File: config.mk
export PLATFORM = sky130hd
export DESIGN_NAME = core_if_fetch
export DESIGN_NICKNAME = d
export VERILOG_FILES = /design/src/rtl/core_if_fetch.sv
export SDC_FILE = /design/constraint.sdc
export NUM_CORES = 1
export LEC_CHECK = 0
export BUFFER_PORTS_ARGS = -buffer_cell sky130_fd_sc_hd__buf_2
export CORE_UTILIZATION = 58
export CTS_BUF_LIST = sky130_fd_sc_hd__clkbuf_4
export DETAILED_ROUTE_END_ITERATION = 8
export MAX_ROUTING_LAYER = met4
export PLACE_DENSITY = 0.82
export SLEW_MARGIN = 0
export SYNTH_ARGS = -nofsm -noshare
export SYNTH_HDL_FRONTEND = slang
export SYNTH_SLANG_ARGS = --single-unit
File: constraint.sdc
create_clock -name clk -period 3.1 [get_ports clk]
set_input_delay 0.775 -clock clk [delete_from_list [all_inputs] [get_ports clk]]
set_output_delay 0.775 -clock clk [all_outputs]
set_load 0.05 [all_outputs]
File: src/rtl/core_if_fetch.sv
// Instruction fetch unit: issues word fetches, buffers responses in an in-order
// FIFO and presents them to decode; redirects flush the buffer and drop stale responses.
`ifndef CORE_XLEN
`define CORE_XLEN 32
`endif
`ifndef CORE_INST_WIDTH
`define CORE_INST_WIDTH 32
`endif

module core_if_fetch #(
   parameter logic [`CORE_XLEN-1:0] RESET_PC   = 32'h8000_0000,
   parameter int                    FIFO_DEPTH = 2
) (
   input  logic                        clk,
   input  logic                        rst_n,
   output logic                        o_ifu_req_valid,
   input  logic                        i_ifu_req_ready,
   output logic [`CORE_XLEN-1:0]       o_ifu_req_addr,
   input  logic                        i_ifu_rsp_valid,
   input  logic [`CORE_INST_WIDTH-1:0] i_ifu_rsp_data,
   input  logic                        i_ifu_rsp_err,
   output logic                        o_inst_valid,
   input  logic                        i_inst_ready,
   output logic [`CORE_INST_WIDTH-1:0] o_inst,
   output logic [`CORE_XLEN-1:0]       o_inst_pc,
   output logic                        o_inst_err,
   input  logic                        i_redirect_valid,
   input  logic [`CORE_XLEN-1:0]       i_redirect_pc
);
   localparam int XW    = `CORE_XLEN;
   localparam int IW    = `CORE_INST_WIDTH;
   localparam int SLOTS = 4;   // storage sized for the largest legal depth
   localparam int CW    = 3;
   localparam logic [CW-1:0] DEPTH_C  = CW'(FIFO_DEPTH);
   localparam logic [1:0]    LAST_PTR = 2'(FIFO_DEPTH - 1);

   logic [XW-1:0] fetch_pc_reg;
   logic [XW-1:0] deliver_pc_reg;
   logic [CW-1:0] outstanding_reg;
   logic [CW-1:0] drop_cnt_reg;
   logic [CW-1:0] fifo_count_reg;
   logic [1:0]    rd_ptr_reg;
   logic [1:0]    wr_ptr_reg;
   logic          halted_reg;
   logic [IW-1:0] data_mem [SLOTS];
   logic          err_mem  [SLOTS];

   logic [CW-1:0] in_use;
   logic          req_fire;
   logic          rsp_keep;
   logic          deq;
   logic [XW-1:0] redirect_base;
   logic [1:0]    rd_ptr_next;
   logic [1:0]    wr_ptr_next;
   logic          unused_pc_bits;

   assign in_use         = outstanding_reg + fifo_count_reg;
   assign redirect_base  = {i_redirect_pc[XW-1:2], 2'b00};
   assign unused_pc_bits = &{1'b1, i_redirect_pc[1:0]};

   // rst_n gates the request so nothing is offered while reset is held
   assign o_ifu_req_valid = rst_n & ~halted_reg & ~i_redirect_valid
                          & (in_use < DEPTH_C) & (drop_cnt_reg == '0);
   assign o_ifu_req_addr  = fetch_pc_reg;

   assign req_fire = o_ifu_req_valid & i_ifu_req_ready;
   assign rsp_keep = i_ifu_rsp_valid & (drop_cnt_reg == '0);
   assign deq      = o_inst_valid & i_inst_ready;

   assign rd_ptr_next = (rd_ptr_reg == LAST_PTR) ? 2'd0 : rd_ptr_reg + 2'd1;
   assign wr_ptr_next = (wr_ptr_reg == LAST_PTR) ? 2'd0 : wr_ptr_reg + 2'd1;

   assign o_inst_valid = (fifo_count_reg != '0);
   assign o_inst       = data_mem[rd_ptr_reg];
   assign o_inst_err   = err_mem[rd_ptr_reg];
   assign o_inst_pc    = deliver_pc_reg;

   always_ff @(posedge clk or negedge rst_n) begin
      if (!rst_n) begin
         fetch_pc_reg    <= RESET_PC;
         deliver_pc_reg  <= RESET_PC;
         outstanding_reg <= '0;
         drop_cnt_reg    <= '0;
         fifo_count_reg  <= '0;
         rd_ptr_reg      <= '0;
         wr_ptr_reg      <= '0;
         halted_reg      <= 1'b0;
      end else if (i_redirect_valid) begin
         fetch_pc_reg   <= redirect_base;
         deliver_pc_reg <= redirect_base;
         fifo_count_reg <= '0;
         rd_ptr_reg     <= '0;
         wr_ptr_reg     <= '0;
         halted_reg     <= 1'b0;
         // a response landing now is stale too, so it is not counted as a drop
         if (i_ifu_rsp_valid) begin
            outstanding_reg <= outstanding_reg - CW'(1);
            drop_cnt_reg    <= outstanding_reg - CW'(1);
         end else begin
            drop_cnt_reg    <= outstanding_reg;
         end
      end else begin
         if (req_fire)
            fetch_pc_reg <= fetch_pc_reg + XW'(4);
         case ({req_fire, i_ifu_rsp_valid})
            2'b10:   outstanding_reg <= outstanding_reg + CW'(1);
            2'b01:   outstanding_reg <= outstanding_reg - CW'(1);
            default: ;
         endcase
         if (i_ifu_rsp_valid && drop_cnt_reg != '0)
            drop_cnt_reg <= drop_cnt_reg - CW'(1);
         if (rsp_keep) begin
            wr_ptr_reg <= wr_ptr_next;
            if (i_ifu_rsp_err)
               halted_reg <= 1'b1;
         end
         if (deq) begin
            rd_ptr_reg     <= rd_ptr_next;
            deliver_pc_reg <= deliver_pc_reg + XW'(4);
         end
         fifo_count_reg <= fifo_count_reg + CW'(rsp_keep) - CW'(deq);
      end
   end

   always_ff @(posedge clk or negedge rst_n) begin
      if (!rst_n) begin
         for (int i = 0; i < SLOTS; i++) begin
            data_mem[i] <= '0;
            err_mem[i]  <= 1'b0;
         end
      end else if (rsp_keep && !i_redirect_valid) begin
         data_mem[wr_ptr_reg] <= i_ifu_rsp_data;
         err_mem[wr_ptr_reg]  <= i_ifu_rsp_err;
      end
   end

endmodule
After elaboration in Yosys (flattened, before gate mapping)
Cells that the tools add are included.
{"block": "op_classes", "n_addsub": 10, "magnitude_cmp": 4, "n_eq_ne": 4, "n_mux": 31, "n_bitwise": 11, "reduce_logical": 14}
{"operator": "two-way mux 32 bit", "n": 7}
{"operator": "bitwise mux 128 bit", "n": 1}
{"operator": "adder 32 x 3 -> 32 bit, second input constant", "n": 2}
{"operator": "binary-select mux 32 bit (select 2 bit)", "n": 1}
{"operator": "demux 32 bit (select 2 bit)", "n": 1}
{"operator": "two-way mux 3 bit", "n": 5}
{"operator": "two-way mux 2 bit", "n": 6}
{"operator": "nonzero test 2 bit", "n": 5}
{"operator": "nonzero test 3 bit", "n": 3}
{"operator": "bitwise AND 1 bit", "n": 7}
{"operator": "equality test 2 x 1 -> 1 bit, second input constant", "n": 3}
{"operator": "greater-or-equal comparator 3 bit, second input constant", "n": 2}
{"operator": "two-way mux 1 bit", "n": 6}
{"operator": "NOT 2 -> 3 bit", "n": 2}
{"operator": "one-hot mux 3 bit (2 select lines)", "n": 1}
{"operator": "subtractor 3 x 1 -> 3 bit, second input constant", "n": 2}
{"operator": "adder 2 x 1 -> 2 bit, second input constant", "n": 2}
{"operator": "bitwise mux 4 bit", "n": 1}
{"operator": "adder 3 x 1 -> 3 bit", "n": 1}
{"operator": "adder 3 x 1 -> 3 bit, second input constant", "n": 1}
{"operator": "adder 3 bit", "n": 1}
{"operator": "logical AND 1 bit", "n": 3}
{"operator": "logical NOT 3 bit", "n": 1}
{"operator": "less-than comparator 3 x 1 -> 1 bit, second input constant", "n": 1}
{"operator": "other kinds (8)", "n": 9}
{"block": "word_totals", "reg_bits": 210, "word_cells": 90}

Longest topological paths before layout
Gate-level depths: netlist of the first run.
{"block": "depth", "word_depth": 9, "ltp_mapped": 12, "depth_no_buf": 11}

Least setup slack after synthesis of the first run
No wires, ideal clock.
{"block": "synth_path", "kind": "input port to output port", "from": "in i_redirect_valid", "to": "out o_ifu_req_valid", "arrival_ns": 2.075, "required_ns": 2.325, "setup_slack_ns": 0.250, "stages": 4, "path_buffers": 1, "path_cell_list": "clkbuf_1 > nor4bb_1 > nand2_1 > nor2_1"}
{"block": "synth_between", "elab_chain_cells": 4}
{"element": "start, declared", "line_no": "27", "source": "input logic i_redirect_valid,"}
{"element": "NOT 1 bit", "line_no": "62", "source": "assign o_ifu_req_valid = rst_n & ~halted_reg & ~i_redirect_valid"}
{"element": "bitwise AND 1 bit", "line_no": "62"}
{"element": "bitwise AND 1 bit (2 in series)", "line_no": "63", "source": "& (in_use < DEPTH_C) & (drop_cnt_reg == '0);"}
{"element": "end, declared", "line_no": "16", "source": "output logic o_ifu_req_valid,"}
No other way between the ends.

Final worst setup path of the first run
{"block": "layout_path", "from": "reg outstanding_reg[0]", "to": "out o_ifu_req_valid"}
{"block": "layout_between", "elab_chain_cells": 4}
{"element": "start, declared", "line_no": "39", "source": "logic [CW-1:0] outstanding_reg;"}
{"element": "start signal, assigned", "line_no": "97", "source": "outstanding_reg <= outstanding_reg - CW'(1);"}
{"element": "start signal, assigned", "line_no": "106", "source": "2'b10: outstanding_reg <= outstanding_reg + CW'(1);"}
{"element": "start signal, assigned", "line_no": "107", "source": "2'b01: outstanding_reg <= outstanding_reg - CW'(1);"}
{"element": "adder 3 bit", "line_no": "57", "source": "assign in_use = outstanding_reg + fifo_count_reg;"}
{"element": "less-than comparator 3 x 2 -> 1 bit", "line_no": "63"}
{"element": "bitwise AND 1 bit (2 in series)", "line_no": "63"}
No other way between the ends.

==> results of run 1 <==
[power by group through the flow]
stage / Clock (mW) / Sequential (mW) / Combinational (mW)
after floorplan: 0 / 3.83 / 2.54
after global placement: 0 / 3.62 / 3.45
after detailed placement: 0 / 3.65 / 3.53
after CTS: 2.25 / 3.59 / 3.61
after global routing: 2.40 / 3.67 / 3.83
final: 2.18 / 3.59 / 3.60
[timing repair]
action	in CTS	in global routing
gates cloned	0	0
setup buffers	4	1
gates resized for setup	7	1
endpoints found under the setup margin	1	1
pin swaps	1	1
[placed cells by master (no fill, tap or decap), drive strengths merged, types with 9 or more instances in the layout]
cell type  Yosys  final
dfrtp        204    204
buf           20    185
mux2         137    137
clkbuf        29     71
nand2         54     54
o21ai         48     48
mux4          33     33
nor2          27     27
nand3         27     27
xnor2         23     23
nand4         18     18
o311ai        18     18
xor2          17     17
inv           16     16
clkinv         0     15
a31oi         14     14
and3           9      9
[logic make-up after synthesis]
family	share of synthesized area, %
multiplexers	23.3
buffers and inverters	2.83
adder cells (fa/ha/maj)	1.41
flip-flops	52.1
XOR/XNOR	3.76
other	0.0378
AND/OR/NAND/NOR	9.71
AO/OA/AOI/OAI	6.92
[worst max-delay path, cell delays in order, from the launching register on]
cell      delay (ps)
dfrtp_1          400
nand2_1           80
fa_1             490
nor4bb_4         210
nand2_1           90
nor2_2           170
buf_6            180
[area by class of cell]
type	instances	area (sq um)
fill	1176	4980
tap	220	275
multi-input combinational	510	4520
clock buffer	70	526
sequential	206	5160
inverter	16	60.1
timing repair buffer	186	1020
clock inverter	17	100
antenna	3	7.51
[metal layers]
metal	up-vias	GRT usage [%]	wire length (um)
met5	-	-	0
met4	0	12.1	661
met3	46	5.75	1420
met1	3616	35.8	9530
li1	3285	-	-
met2	282	43.5	11000
[per-stage QoR]
stage | TNS [ps] | hold slack [ps] | instances | cell area, sq um | utilization (%)
3_5_place_dp | 0 | 488 | 1133 | 11000 | 65.9
2_1_floorplan | 0 | 463 | 781 | 9920 | -
4_1_cts | 0 | 245 | 1224 | 11600 | 70.0
6_report | 0 | 263 | 1228 | 11700 | 70.1
3_3_place_gp | 0 | 482 | 1133 | 11000 | 65.9
5_1_grt | -59.6 | 275 | 1228 | 11700 | 70.1
[worst min path at each step]
stage | from | to | slack [ps]
after floorplan | halted_reg | halted_reg | 460
after global placement | data_mem[57] | data_mem[57] | 480
after detailed placement | err_mem[1] | err_mem[1] | 490
after CTS | rst_n | o_ifu_req_addr[5] | 250
after global routing | rst_n | o_ifu_req_addr[4] | 270
final | rst_n | o_ifu_req_addr[8] | 260
==> results by group, run 1 <==
Yosys
  – Top_reg_cell synth: dfrtp_1
  – Post-synth ARST share: 100%
  – Number of synthesized flops with an enable pin: 0
  – Most frequent cell after synthesis: dfrtp_1
  – Cell variety after synth: 50
  – Yosys Warn Count: 0
  – Post-synthesis instance area: 9910 sq um
  – Synth top area cells: dfrtp_1 (52%), mux2_2 (16%), mux4_2 (7.5%)
  – Post-synth top area share: 51.5%
  – Mean Syn Cell Area: 12.7 sq um
  – Yosys top cell by area: dfrtp_1
  – Cells after Synth: 778
  – FF+latch count, synth: 206
  – Synth cell count leaders: dfrtp_1 (204), mux2_2 (137), nand2_1 (54)
  – Part of the Yosys area used for sequential elements: 52.1%

Routing
  – Drt wl/cell: 18.4 um
  – DRT Pass-1 Iters: 5
  – Via density: 5.89
  – DR iter-0 viols: 437
  – Routed WL: 22.6 mm
  – Remaining antenna violation count: 0
  – Detailed-route DRC error count: 0
  – Via count: 7,229

Worst hold path
  – Hold Crit Class: input pin to asynchronous set/reset pin

STA
  – Fin. Hold Viols: 0
  – Relative slew margins: 44.9%
  – Part of the cycle the worst path needs: 98.3%
  – Fmax achieved: 328 MHz
  – Final worst slack: 53.2 ps
  – Final Max Tran Viols: 0
  – RSZ-0062 raised after global routing: yes
  – Slew @ Worst Pin: 827 ps
  – Fin crit period: 3050 ps
  – Clock skew: 42.8 ps
  – Final setup fails: 0

Worst setup path
  – Worst setup path start: outstanding_reg[0]
  – R2R setup slack: 430 ps
  – CP endpoint: o_ifu_req_valid
  – FF-to-FF path depth: 11
  – CP endpoint kind: output pin
  – CP Class: register to output pin
  – Worst setup SP type: register
  – Required @ worst endpoint: 2320 ps
  – Worst R2R Start: drop_cnt_reg[0]
  – Crit path max fanout: 3
  – Critical path arrival: 2270 ps
  – Crit Reg-Reg Endpoint: fifo_count_reg[2]

Clock tree
  – CTS Hold Bufs: 0
  – CTS tree: yes
  – Clock latency on the worst-skew pair: 660 ps
  – Maximum clock insertion buffer count: 3
  – CTS Sinks: 206
  – Clk root buf: clkbuf_4
  – Total CTS buffers: 53
  – Clock-pin slew on the worst setup and hold paths: 70 ps
  – H-tree levels: 2

Run status
  – Status: finished clean

Power and ir drop
  – Design Power: 9.38 mW
  – Internal: 5.68 mW
  – Leak Pwr: 5.48 nW
  – Sw power: 3.69 mW
  – Max VDD drop: 544 uV
  – Sw frac: 39.4%
  – Clock power frac: 23.3%
  – Comb power frac: 38.4%
  – Power per cell area: 804 nW/um^2
  – Reg power frac: 38.3%

Placed design
  – Dpl hpwl: 15.4 mm
  – Place WS: 324 ps
  – Buffers on Ports: 163
  – Routability cong.: 0.841

Cells and area
  – Largest Register: data_mem
  – Layout cell share with drive strength beyond 1: 44.7%
  – Max FFs per register: 128
  – Final nets: 1,054
  – Area grow syn2layout: 17.7%

Floorplan
  – Boundary pin count: 170
  – Die area: 17,600 sq um
  – Die W: 133 um
  – Placement Rows: 47
  – Chip height: 133 um
  – Initial Util: 59.5%
  – Core area: 16,600 sq um

Global route
  – Largest net degree at the start of global routing: 68
  – Grt ovf: 0
  – Initial antenna violation count: 3
  – GRT Overall Usage: 28.0%
  – Number of global-route vias before repair: 7,496
  – First-pass GRT wire length: 37.6 mm

Job
  – Max_cap viols: 0
Note: power is estimated with default switching activity, not from simulation.
==> inputs of run 2 (changes only) <==
--- a/config.mk
+++ b/config.mk
@@ -5,12 +5,15 @@
 export SDC_FILE = /design/constraint.sdc
 export NUM_CORES = 1
 export LEC_CHECK = 0
+export ABC_AREA = 1
 export BUFFER_PORTS_ARGS = -buffer_cell sky130_fd_sc_hd__buf_2
-export CORE_UTILIZATION = 58
+export CELL_PAD_IN_SITES_DETAIL_PLACEMENT = 1
+export CELL_PAD_IN_SITES_GLOBAL_PLACEMENT = 1
+export CORE_UTILIZATION = 47
 export CTS_BUF_LIST = sky130_fd_sc_hd__clkbuf_4
 export DETAILED_ROUTE_END_ITERATION = 8
 export MAX_ROUTING_LAYER = met4
-export PLACE_DENSITY = 0.82
+export PLACE_DENSITY_LB_ADDON = 0.1
 export SLEW_MARGIN = 0
 export SYNTH_ARGS = -nofsm -noshare
 export SYNTH_HDL_FRONTEND = slang
==> constraint.sdc (replaced) <==
create_clock -name clk -period 3.6 [get_ports clk]
set_input_delay 0.9 -clock clk [delete_from_list [all_inputs] [get_ports clk]]
set_output_delay 0.9 -clock clk [all_outputs]
set_load 0.05 [all_outputs]
==> run 2 against run 1 <==
- total power shrank 6.3%
- synthesized cell count grew 72%
- sequential share of layout area shrank 2.5 points
- global-route usage grew 1.7 points
- clock power shrank 6%
- register-to-register slack gained 390 ps
- highest routed layer unchanged
- first-iteration DRC count grew 15%
- worst hold slack gained 77 ps
- critical path depth shrank 1
- die area grew 33%
==> results by group, run 2 <==
Power and ir drop
  – Leak Pwr: 6.12 nW (+12%)
  – Design Power: 8.79 mW (-6.3%)
  – Max VDD drop: 307 uV (-44%)
  – Power per cell area: 712 nW/um^2 (-11%)

Yosys
  – Post-synth ARST share: 100% (unchanged)
  – Number of synthesized flops with an enable pin: 0 (unchanged)
  – Yosys top cell by area: dfrtp_1
  – Cells after Synth: 1,342 (+72%)
  – Mean Syn Cell Area: 7.98 sq um (-37%)
  – Post-synth top area share: 47.7% (-3.8 points)
  – Synth top area cells: dfrtp_1 (48%), nand2_1 (13%), o21ai_0 (6.6%)
  – Post-synthesis instance area: 10,700 sq um (+8.1%)
  – Most frequent cell after synthesis: nand2_1
  – Yosys Warn Count: 0 (unchanged)
  – Part of the Yosys area used for sequential elements: 48.2% (-3.9 points)
  – Top_reg_cell synth: dfrtp_1
  – Synth cell count leaders: nand2_1 (358), dfrtp_1 (204), o21ai_0 (141)
  – FF+latch count, synth: 206 (unchanged)
  – Cell variety after synth: 36 (-28%)

STA
  – Fin crit period: 3420 ps
  – Final Max Tran Viols: 0 (unchanged)
  – Setup TNS: 0 ps (unchanged)
  – Clock skew: 20.3 ps (-22.4 ps)
  – Final setup fails: 0 (unchanged)
  – Part of the cycle the worst path needs: 95.1%
  – Fmax achieved: 292 MHz
  – RSZ-0062 raised after global routing: no
  – Fin. Hold Viols: 0 (unchanged)
  – Relative slew margins: 36.3% (-8.5 points)
  – Slew @ Worst Pin: 955 ps (+128 ps)

Placed design
  – Dpl hpwl: 22.7 mm (+48%)
  – Buffers on Ports: 163 (unchanged)
  – Routability cong.: 0.897 (+6.7%)

Job
  – Max_cap viols: 0 (unchanged)

Worst setup path
  – Critical path arrival: 2520 ps (+250 ps)
  – R2R setup slack: 820 ps (+390 ps)
  – CP max-delay cell: dfrtp_2
  – Crit-path cells: inv_4 -> buf_4 -> o21ai_0 -> o22ai_1 -> buf_2
  – Crit path max fanout: 24 (+21)
  – CP endpoint kind: output pin
  – Slowest stage delay, CP: 580 ps (+90 ps)
  – Worst setup SP type: register
  – Required @ worst endpoint: 2700 ps (+380 ps)
  – CP Class: register to output pin

Cells and area
  – Largest Register: data_mem
  – Area grow syn2layout: 15.3%
  – Most frequent cells in the layout: nand2_1 (358), dfrtp_1 (203), buf_2 (162)
  – Max FFs per register: 128 (unchanged)
  – Final nets: 1,594 (+51%)
  – Commonest non-fill, non-tap cell in the layout: nand2_1
  – Layout cell share with drive strength beyond 1: 19.9% (-25 points)
  – Fin util: 55.9% (-14 points)

Clock tree
  – Post-CTS resize count: 0 (-7)
  – H-tree levels: 2 (unchanged)
  – Clock-pin slew on the worst setup and hold paths: 70 ps (about the same)
  – CTS tree: yes
  – Clk root buf: clkbuf_4
  – Clock latency on the worst-skew pair: 680 ps (+20 ps)
  – Post-CTS Setup Inserts: 0 (-4)
  – CTS Hold Bufs: 0 (unchanged)
  – Total CTS buffers: 55 (+3.8%)
  – CTS Sinks: 206 (unchanged)
  – Maximum clock insertion buffer count: 3 (unchanged)

Routing
  – Drt wl/cell: 17.9 um (-3.0%)
  – DRT Pass-1 Iters: 5 (unchanged)
  – Met2 WL post-DR: 16.2 mm (+47%)
  – Routed WL: 32.7 mm (+45%)
  – Remaining antenna violation count: 0 (unchanged)
  – DR iter-0 viols: 502 (+15%)
  – Via count: 9,790 (+35%)
  – Detailed-route DRC error count: 0 (unchanged)
  – Via density: 5.34 (-9.3%)
  – DRT met1 WL: 14.3 mm (+50%)
  – DR WL met3: 1.42 mm (-0.28%)
  – Highest routed metal layer: met4

Worst hold path
  – Hold Crit Class: input pin to asynchronous set/reset pin

Global route
  – GRT Overall Usage: 29.7% (+1.7 points)
  – Grt ovf: 0 (unchanged)
  – First-pass GRT wire length: 53.5 mm (+42%)
  – Initial antenna violation count: 2 (-1)
  – Largest net degree at the start of global routing: 170 (+150%)
  – Number of global-route vias before repair: 10,200 (+36%)

Floorplan
  – Chip height: 153 um (+15%)
  – Placement Rows: 54 (+15%)
  – Core area: 22,100 sq um (+33%)
  – Die W: 153 um (+15%)
  – Boundary pin count: 170 (unchanged)
  – Die area: 23,400 sq um (+33%)
  – Initial Util: 48.5% (-11 points)

Run status
  – Status: finished clean
[run 2: report_power, final]
group | switching (mW) | leakage, nW | internal (mW)
Sequential | 0.416 | 2.69 | 2.75
Clock | 0.989 | 0.408 | 1.06
Combinational | 2.65 | 3.03 | 0.922
Total | 4.05 | 6.12 | 4.73
[run 2: cell type report]
type                       count  area (sq um)
antenna                        2          5.00
clock buffer                  85           638
multi-input combinational    953          4700
tap                          280           350
clock inverter                10          46.3
fill                        2861          9750
timing repair buffer         178          1000
inverter                     119           452
sequential                   206          5160
[run 2: kinds of logic (layout without fill, tap and decap cells)]
logic type                 Yosys count  count (layout)  share of synthesized area (%)
and+or+nand+nor                    594             594                           23.0
xor gates and xnor gates            51              51                           4.17
buffers and inverters              186             392                           8.08
other                                1               6                         0.0350
adders and majority gates           10              10                           1.31
DFF                                206             206                           48.2
AOI/OAI and AO/OA                  294             294                           15.3
[run 2: per-layer routing]
layer,track usage [%],up-vias
li1,-,4732
met1,36.7,4757
met2,49.7,238
met3,4.91,63
met4,9.52,0
met5,-,-
[run 2: path summary, 6_finish.rpt]
path,start,end,cells after the start
min in group clk,data_mem[86],data_mem[86],2
hold reg to reg,data_mem[86],data_mem[86],2
max in group asynchronous,rst_n,o_inst_pc[21],3
hold / removal,rst_n,data_mem[10],2
setup reg to reg,fifo_count_reg[1],o_ifu_req_addr[25],8
setup / recovery,rd_ptr_reg[0],o_inst[4],5
[run 2: stage by stage]
step,hold WS [ps],setup WS [ps],area [sq um],cells
after floorplan,448,847,10700,1345
after global placement,461,759,11700,1736
after detailed placement,465,762,11700,1736
after CTS,295,44.9,12300,1831
after global routing,321,30.6,12300,1833
final,341,176,12300,1833
[run 2: worst max-delay path: cells and delay by family (launching register included)]
| family | cells | cell delay (ps) |
|---|---|---|
| flip-flops | 1 | 580 |
| AO/OA/AOI/OAI | 2 | 370 |
| buffers and inverters | 3 | 890 |
